## config.mk

```make
export PLATFORM = sky130hd
export DESIGN_NAME = ifid_queue
export DESIGN_NICKNAME = d
export VERILOG_FILES = /design/src/rtl/ifid_queue.sv
export SDC_FILE = /design/constraint.sdc
export NUM_CORES = 1
export LEC_CHECK = 0
export CAP_MARGIN = 20
export CORE_AREA = 2 2 83 124
export DETAILED_ROUTE_END_ITERATION = 16
export DIE_AREA = 0 0 85 126
export PLACE_DENSITY_LB_ADDON = 0.15
export SYNTH_ARGS = -nofsm -noshare
export SYNTH_HDL_FRONTEND = slang
export SYNTH_SLANG_ARGS = --single-unit
```

## constraint.sdc

```tcl
create_clock -name clk -period 6.6 [get_ports clk]
set_input_delay 1.32 -clock clk [delete_from_list [all_inputs] [get_ports clk]]
set_output_delay 1.32 -clock clk [all_outputs]
set_load 0.01 [all_outputs]
```

## src/rtl/ifid_queue.sv

```systemverilog
`default_nettype none
// ============================================================================
//  Module      : ifid_queue
//  Description : IF/ID boundary queue. Buffers up to DEPTH {next-PC, instr}
//                packets between fetch and decode with valid/ready on both
//                sides, first-word fall-through head, single-cycle flush and
//                a NOP presented to decode whenever the queue is empty.
//  Revision    : 1.0 - initial release
// ============================================================================
module ifid_queue #(
  parameter int                 PC_W      = 16,
  parameter int                 INSTR_W   = 16,
  parameter int                 DEPTH     = 4,
  parameter logic [INSTR_W-1:0] NOP_INSTR = 16'h0800
) (
  input  logic                         clk,
  input  logic                         rst_n,
  // fetch side
  input  logic                         in_valid,
  output logic                         in_ready,
  input  logic [PC_W-1:0]              in_next_pc,
  input  logic [INSTR_W-1:0]           in_instr,
  // decode side
  output logic                         out_valid,
  input  logic                         out_ready,
  output logic [PC_W-1:0]              out_next_pc,
  output logic [INSTR_W-1:0]           out_instr,
  // control / status
  input  logic                         flush,
  output logic [$clog2(DEPTH+1)-1:0]   count
);

  localparam int c_PTR_W = $clog2(DEPTH);
  localparam int c_CNT_W = $clog2(DEPTH+1);
  localparam int c_ENT_W = PC_W + INSTR_W;

  localparam logic [c_CNT_W-1:0] c_CNT_FULL = c_CNT_W'(DEPTH);
  localparam logic [c_CNT_W-1:0] c_CNT_ONE  = c_CNT_W'(1);
  localparam logic [c_PTR_W-1:0] c_PTR_ONE  = c_PTR_W'(1);

  // Storage and bookkeeping state
  logic [c_ENT_W-1:0] mem_q [DEPTH];
  logic [c_ENT_W-1:0] mem_d [DEPTH];
  logic [c_PTR_W-1:0] wptr_q, wptr_d;
  logic [c_PTR_W-1:0] rptr_q, rptr_d;
  logic [c_CNT_W-1:0] count_q, count_d;

  // Handshake qualifiers
  logic               w_full;
  logic               w_empty;
  logic               w_push;
  logic               w_pop;
  logic [c_ENT_W-1:0] w_head;

  // Status flags depend only on registered count, so neither ready nor valid
  // has a combinational path from the opposite side of the queue.
  always_comb begin
    w_full  = (count_q == c_CNT_FULL);
    w_empty = (count_q == '0);
    w_push  = in_valid  & ~w_full  & ~flush;
    w_pop   = out_ready & ~w_empty & ~flush;
  end

  // Pointer and occupancy next-state; flush overrides any push or pop.
  always_comb begin
    wptr_d  = wptr_q;
    rptr_d  = rptr_q;
    count_d = count_q;
    if (flush) begin
      wptr_d  = '0;
      rptr_d  = '0;
      count_d = '0;
    end else begin
      // DEPTH is a power of two, so plain overflow wraps the pointers.
      if (w_push) begin
        wptr_d = wptr_q + c_PTR_ONE;
      end
      if (w_pop) begin
        rptr_d = rptr_q + c_PTR_ONE;
      end
      unique case ({w_push, w_pop})
        2'b10:   count_d = count_q + c_CNT_ONE;
        2'b01:   count_d = count_q - c_CNT_ONE;
        default: count_d = count_q;
      endcase
    end
  end

  // Array next-state: only the entry at the write pointer changes on a push.
  always_comb begin
    mem_d = mem_q;
    if (w_push) begin
      mem_d[wptr_q] = {in_next_pc, in_instr};
    end
  end

  // Control registers, cleared asynchronously so outputs drop to idle at once.
  always_ff @(posedge clk or negedge rst_n) begin
    if (!rst_n) begin
      wptr_q  <= '0;
      rptr_q  <= '0;
      count_q <= '0;
    end else begin
      wptr_q  <= wptr_d;
      rptr_q  <= rptr_d;
      count_q <= count_d;
    end
  end

  // Packet storage carries no reset; empty-state muxing hides stale contents.
  always_ff @(posedge clk) begin
    mem_q <= mem_d;
  end

  // First-word fall-through head, forced to a NOP bubble while empty.
  always_comb begin
    w_head      = mem_q[rptr_q];
    in_ready    = ~w_full;
    out_valid   = ~w_empty;
    count       = count_q;
    out_next_pc = '0;
    out_instr   = NOP_INSTR;
    if (!w_empty) begin
      out_next_pc = w_head[c_ENT_W-1:INSTR_W];
      out_instr   = w_head[INSTR_W-1:0];
    end
  end

endmodule
`default_nettype wire

```

# After elaboration in Yosys (flattened, before gate mapping)
# Cells that the tools add are included.
# Widths: inputs -> output; s select.
classes:
  add_sub_neg: 4
  n_lt_le_gt_ge: 3
  n_eq_ne: 3
  n_mux: 14
  bitwise_logic: 9
  reduce_logical: 5
ops:
  columns: ["operator", "n"]
  rows:
  - ["$bwmux 128", 1]
  - ["$mux 32", 3]
  - ["$bmux 32 s2", 1]
  - ["$demux 32 s2", 1]
  - ["$mux 16", 2]
  - ["$mux 2", 4]
  - ["$ge 3x3->1 const B", 2]
  - ["$not 2->3", 2]
  - ["$pmux 3 s2", 1]
  - ["$add 2x1->2 const B", 2]
  - ["$and 1x1->1", 4]
  - ["$reduce_bool 2->1", 2]
  - ["$add 3x1->3 const B", 1]
  - ["$eq 3x3->1 const B", 1]
  - ["$logic_not 3->1", 1]
  - ["$lt 3x1->1 const B", 1]
  - ["$mux 3", 1]
  - ["$not 1->1", 3]
  - ["$reduce_bool 3->1", 1]
  - ["$sub 3x1->3 const B", 1]
  - ["$eq 2x1->1 const B", 1]
  - ["$eq 2x2->1 const B", 1]
  - ["$logic_and 1x1->1", 1]
word_totals:
  ff_bits: 135
  input_bits: 37
  out_inout_bits: 37
  word_cells: 45

# Longest topological paths before layout
depth:
  word_depth: 7
  depth_mapped: 9
  mapped_depth_nobuf: 8

# Least setup slack after synthesis
# No wires, ideal clock.
synth_path:
  path_type: "input-to-reg"
  from: "input flush"
  to: "register count_q[2] (netlist: count[2])"
  setup_ns: 0.082
  arrival_ns: 2.980
  required_ns: 6.518
  setup_slack_ns: 3.537
  cell_stages: 6
  path_buffers: 1
  path_cell_list: "clkbuf_1 > and3b_1 > fa_1 > or4b_1 > a21o_1 > a31oi_1"
synth_via:
  elab_chain_len: 5
  elab_cells_between_ends: 8
  cone_classes: "2 x eq/ne; 2 x mux; 3 x bitwise; 1 x reduce/logical"
synth_lines:
  columns: ["item", "line", "rtl"]
  rows:
  - ["start, declared", "29", "input logic flush,"]
  - ["$not 1->1", "60, 61", null]
  - ["$and 1x1->1, on equally long branches", "61, 60", null]
  - ["$eq 2x1->1 or $eq 2x2->1 (tied branches)", "81", "unique case ({w_push, w_pop})"]
  - ["$pmux 3 s2", "81", null]
  - ["$mux 3", "69", "if (flush) begin"]
  - ["end signal, assigned", "106", "count_q <= count_d;"]
  - ["end, declared", "46", "logic [c_CNT_W-1:0] count_q, count_d;"]
# Parallel ways exist; a longest one is shown, timed or not.
# A chain may end at the register's enable or synchronous reset.

# Final worst setup path
layout_path:
  from: "register count_q[1] (netlist: count[1])"
  to: "output out_instr[6]"
layout_via:
  elab_chain_len: 2
layout_lines:
  columns: ["item", "line", "rtl"]
  rows:
  - ["$logic_not 3->1", "59", "w_empty = (count_q == '0);"]
  - ["$mux 16", "123", "if (!w_empty) begin"]
  - ["end, declared", "27", "output logic [INSTR_W-1:0] out_instr,"]
# No other way between the ends.

==> impl_metrics.py <==
metrics = {
    "clock_tree": {
        "clk_latency_ns": 0.40,
        "postCtsSetupBuffers": 0,
        "ctsResizeCount": 0,
        "clkTransAtPathRegs_ns": 0.05,
        "cts-hold-fix-buffers": 0,
        "cts-buffers-inserted": 17,
        "cts_sinks": 135,
        "htreeDepth": 4,
        "clock-root-buffer": "clkbuf_16",
        "cts_tree": "done",
        "cts_buffer_depth": 2,
    },
    "floorplanning": {
        "core_area_um2": 9634,
        "dieArea_um2": 10710,
        "die_x_um": 85,
        "pin_count": 74,
        "rows": 44,
        "die_y_um": 126,
        "start_util_pct": 56.44,
    },
    "synth": {
        "synth_top_area_share_pct": 70.69,
        "synth_area_leader_cell": "edfxtp_1",
        "synth_nets": 316,
        "synth_seq_cells": 135,
        "synth.area.top_cells": "edfxtp_1 71%, mux4_2 13%, and2_1 4.0%, dfrtp_1 3.2%, ha_1 0.92%",
        "syn_inst": 274,
        "yosysSeqAreaShare_pct": 73.91,
        "synth_cell_type_count": 36,
        "synth.avg_cell_area_um2": 19.85,
        "syn_area_um2": 5438,
        "yosysWarnings": 0,
    },
    "worst_setup_path": {
        "r2r_slack_ns": 4.15,
        "cp_cell_sequence": "nor3_1 > inv_1 > and2_1 > clkdlybuf4s50_1",
        "r2r_cells": 7,
        "cp-end-kind": "output pin",
        "startpoint_type": "flip-flop",
        "cpLargestDelayFamily": "buffers and inverters",
        "r2r-start": "count[1]",
        "crit_type": "flip-flop to output pin",
        "crit_fanout": 34,
        "cp_slowest_cell": "inv_1",
        "cp.required_ns": 5.28,
        "max_stage_delay_ns": 0.73,
        "cp_num_buf_inv": 2,
        "r2r_end": "count[2]",
        "arrival_ns": 2.67,
        "startpoint": "count[1]",
    },
    "placement": {
        "place_ws_ns": 2.856,
        "placedCellCount": 445,
        "port_buffers": 73,
        "dpl.hpwl_um": 5178,
        "globalplace.congestion": 0.7840,
    },
    "timing": {
        "setup_viol": 0,
        "finClkSkew_ns": 0.006774,
        "slew_headroom_pct": 34.46,
        "whs_ns": 0.5866,
        "rsz0062_at_grt": "false",
        "min_period_over_period_pct": 60.53,
        "hold_violations": 0,
        "fin_ws_ns": 2.605,
        "drv_slew": 0,
        "worst_slew_pin_slew_ns": 0.9820,
        "setup-tns-final_ns": 0,
        "fmax_ghz": 0.2503,
        "fin_crit_ns": 3.995,
    },
    "cells_and_area": {
        "layout-drive-gt1-share_pct": 20.17,
        "nets": 391,
        "seqCellArea_um2": 4021,
        "area_growth_pct": 25.10,
        "multi_input_area_um2": 1297,
        "num-fill-cells": 614,
        "final_cells": 477,
        "final_util_pct": 70.61,
        "diodes": 0,
    },
    "global_routing": {
        "grt_usage_pct": 19.18,
        "grt_overflow": 0,
        "antenna_found_initial": 0,
        "grt_pass1_vias": 2996,
        "grt_pass1_wl_um": 15190,
        "grt_max_degree": 35,
    },
    "worst_hold_path": {
        "worstHoldPathCells": 2,
        "hold_start": "wptr_q[1]",
        "hold_class": "flip-flop to flip-flop",
        "min_to": "wptr_q[1]",
    },
    "route": {
        "ant_nets": 0,
        "drtIter0Drc": 188,
        "vias": 2699,
        "drt-vias-per-instance": 5.658,
        "wire_per_inst_um": 19.25,
        "routed_wl_um": 9182,
        "drc": 0,
        "firstDrtPassIters": 4,
    },
    "pwr": {
        "peakVddDrop_mv": 0.3185,
        "combPwrFrac_pct": 12.3,
        "switching_share_pct": 21.19,
        "clockPowerShare_pct": 42.2,
        "p_leak_nw": 2.217,
        "p_sw_mw": 0.4586,
        "power_density_nw_per_um2": 318.1,
        "internal_power_mw": 1.705,
        "p_seq_share_pct": 45.5,
    },
    "flow_run": {
        "drv_cap": 0,
    },
    "status": {
        "status": "completed",
    },
}
## routing by layer
metal / GRT usage, % / routed length [um] / up-vias
met1: 23.33 / 3645 / 1373
met2: 31.80 / 4934 / 79
met5: 0 / 0 / -
met4: 7.096 / 145 / 0
li1: - / - / 1235
met3: 6.553 / 456 / 12
## cells by family (layout without fill, tap and decap cells)
group	Yosys count	after routing	synth area share (%)
compound gates	15	15	1.841
flops	135	135	73.91
xor+xnor	3	3	0.4833
simple gates	61	61	6.696
mux	33	33	13.46
buf+inv	22	110	2.324
fa+ha+maj	5	5	1.289
## how the worst max path moves through the flow
stage                     end  slack, ns  depth (start not counted)
2_1_floorplan        count[2]       3.54                          6
3_3_place_gp         count[2]       2.96                          7
3_5_place_dp         count[2]       2.86                          7
4_1_cts          out_instr[6]       2.56                          4
5_1_grt        out_next_pc[1]       2.33                          4
6_report         out_instr[6]       2.61                          4
## cell type report
cell class                 instances  share of cell area [%]
inverter                           4                  0.2207
clock buffer                      17                   6.253
tap                              115                   2.115
sequential                       135                   59.11
timing repair buffer              74                   10.85
clock inverter                    15                   2.373
multi-input combinational        117                   19.07
## power by group through the flow
| stage | Sequential, mW | Combinational, mW | Clock (mW) |
|---|---|---|---|
| 6_report | 0.986 | 0.266 | 0.912 |
| 4_1_cts | 0.986 | 0.272 | 0.930 |
| 3_3_place_gp | 1.00 | 0.267 | 0 |
| 3_5_place_dp | 1.00 | 0.270 | 0 |
| 5_1_grt | 0.988 | 0.292 | 0.969 |
| 2_1_floorplan | 0.994 | 0.160 | 0 |
## stage by stage
step                      total power [mW]  area [um2]
after detailed placement             1.273        6216
final                                2.164        6803
after floorplan                      1.154        5438
after global routing                 2.250        6803
after global placement               1.268        6216
after CTS                            2.188        6803
## cells in the final DEF (no fill, tap or decap), types with 2 or more instances in the layout
master | netlist | layout
a21oi_1 | 4 | 4
and2_1 | 35 | 31
and2_2 | 0 | 4
bufinv_16 | 0 | 3
clkbuf_16 | 0 | 17
clkdlybuf4s50_1 | 0 | 73
clkinv_1 | 0 | 3
clkinv_2 | 0 | 4
clkinv_4 | 0 | 2
clkinvlp_4 | 0 | 3
dfrtp_1 | 7 | 5
dfrtp_2 | 0 | 2
edfxtp_1 | 128 | 128
ha_1 | 4 | 4
inv_1 | 4 | 4
mux4_2 | 32 | 32
nand2_1 | 3 | 3
nand2b_1 | 2 | 2
nand3_1 | 6 | 6
nor2_1 | 5 | 5
nor3_1 | 2 | 2
o21ai_0 | 4 | 4
xor2_1 | 2 | 2
## flip-flops by register name, summed over array words and instances (netlist names)
name,count
count,3
mem_q,128
rptr_q,2
wptr_q,2
## worst reg2reg max path, stage by stage, from the launching register on
cell and delay, ns:
dfrtp_1 0.59, or3b_4 0.25, o21ai_0 0.08, and3b_1 0.21
fa_1 0.42, or4b_1 0.55, a21o_1 0.17, a31oi_1 0.11
## cell usage after synthesis
cell type	instances
xor2_1	2
edfxtp_1	128
nand3_1	6
and2_1	35
o21a_1	1
buf_2	8
and3b_1	1
o22ai_1	1
or4b_1	1
or2_1	1
a21oi_1	4
a31oi_1	1
o221ai_1	1
a21o_1	1
buf_6	4
nand2_2	1
fa_1	1
or3_1	1
o21ai_0	4
nor3b_1	1
nor3_1	2
nor2_1	5
mux4_2	32
nor2_2	1
nand2_1	3
a2111oi_2	1
nand2b_1	2
a31o_2	1
mux2_1	1
inv_1	4
buf_4	1
dfrtp_1	7
clkbuf_1	5
ha_1	4
xnor2_1	1
or3b_4	1
(Power assumes the default switching activity.)
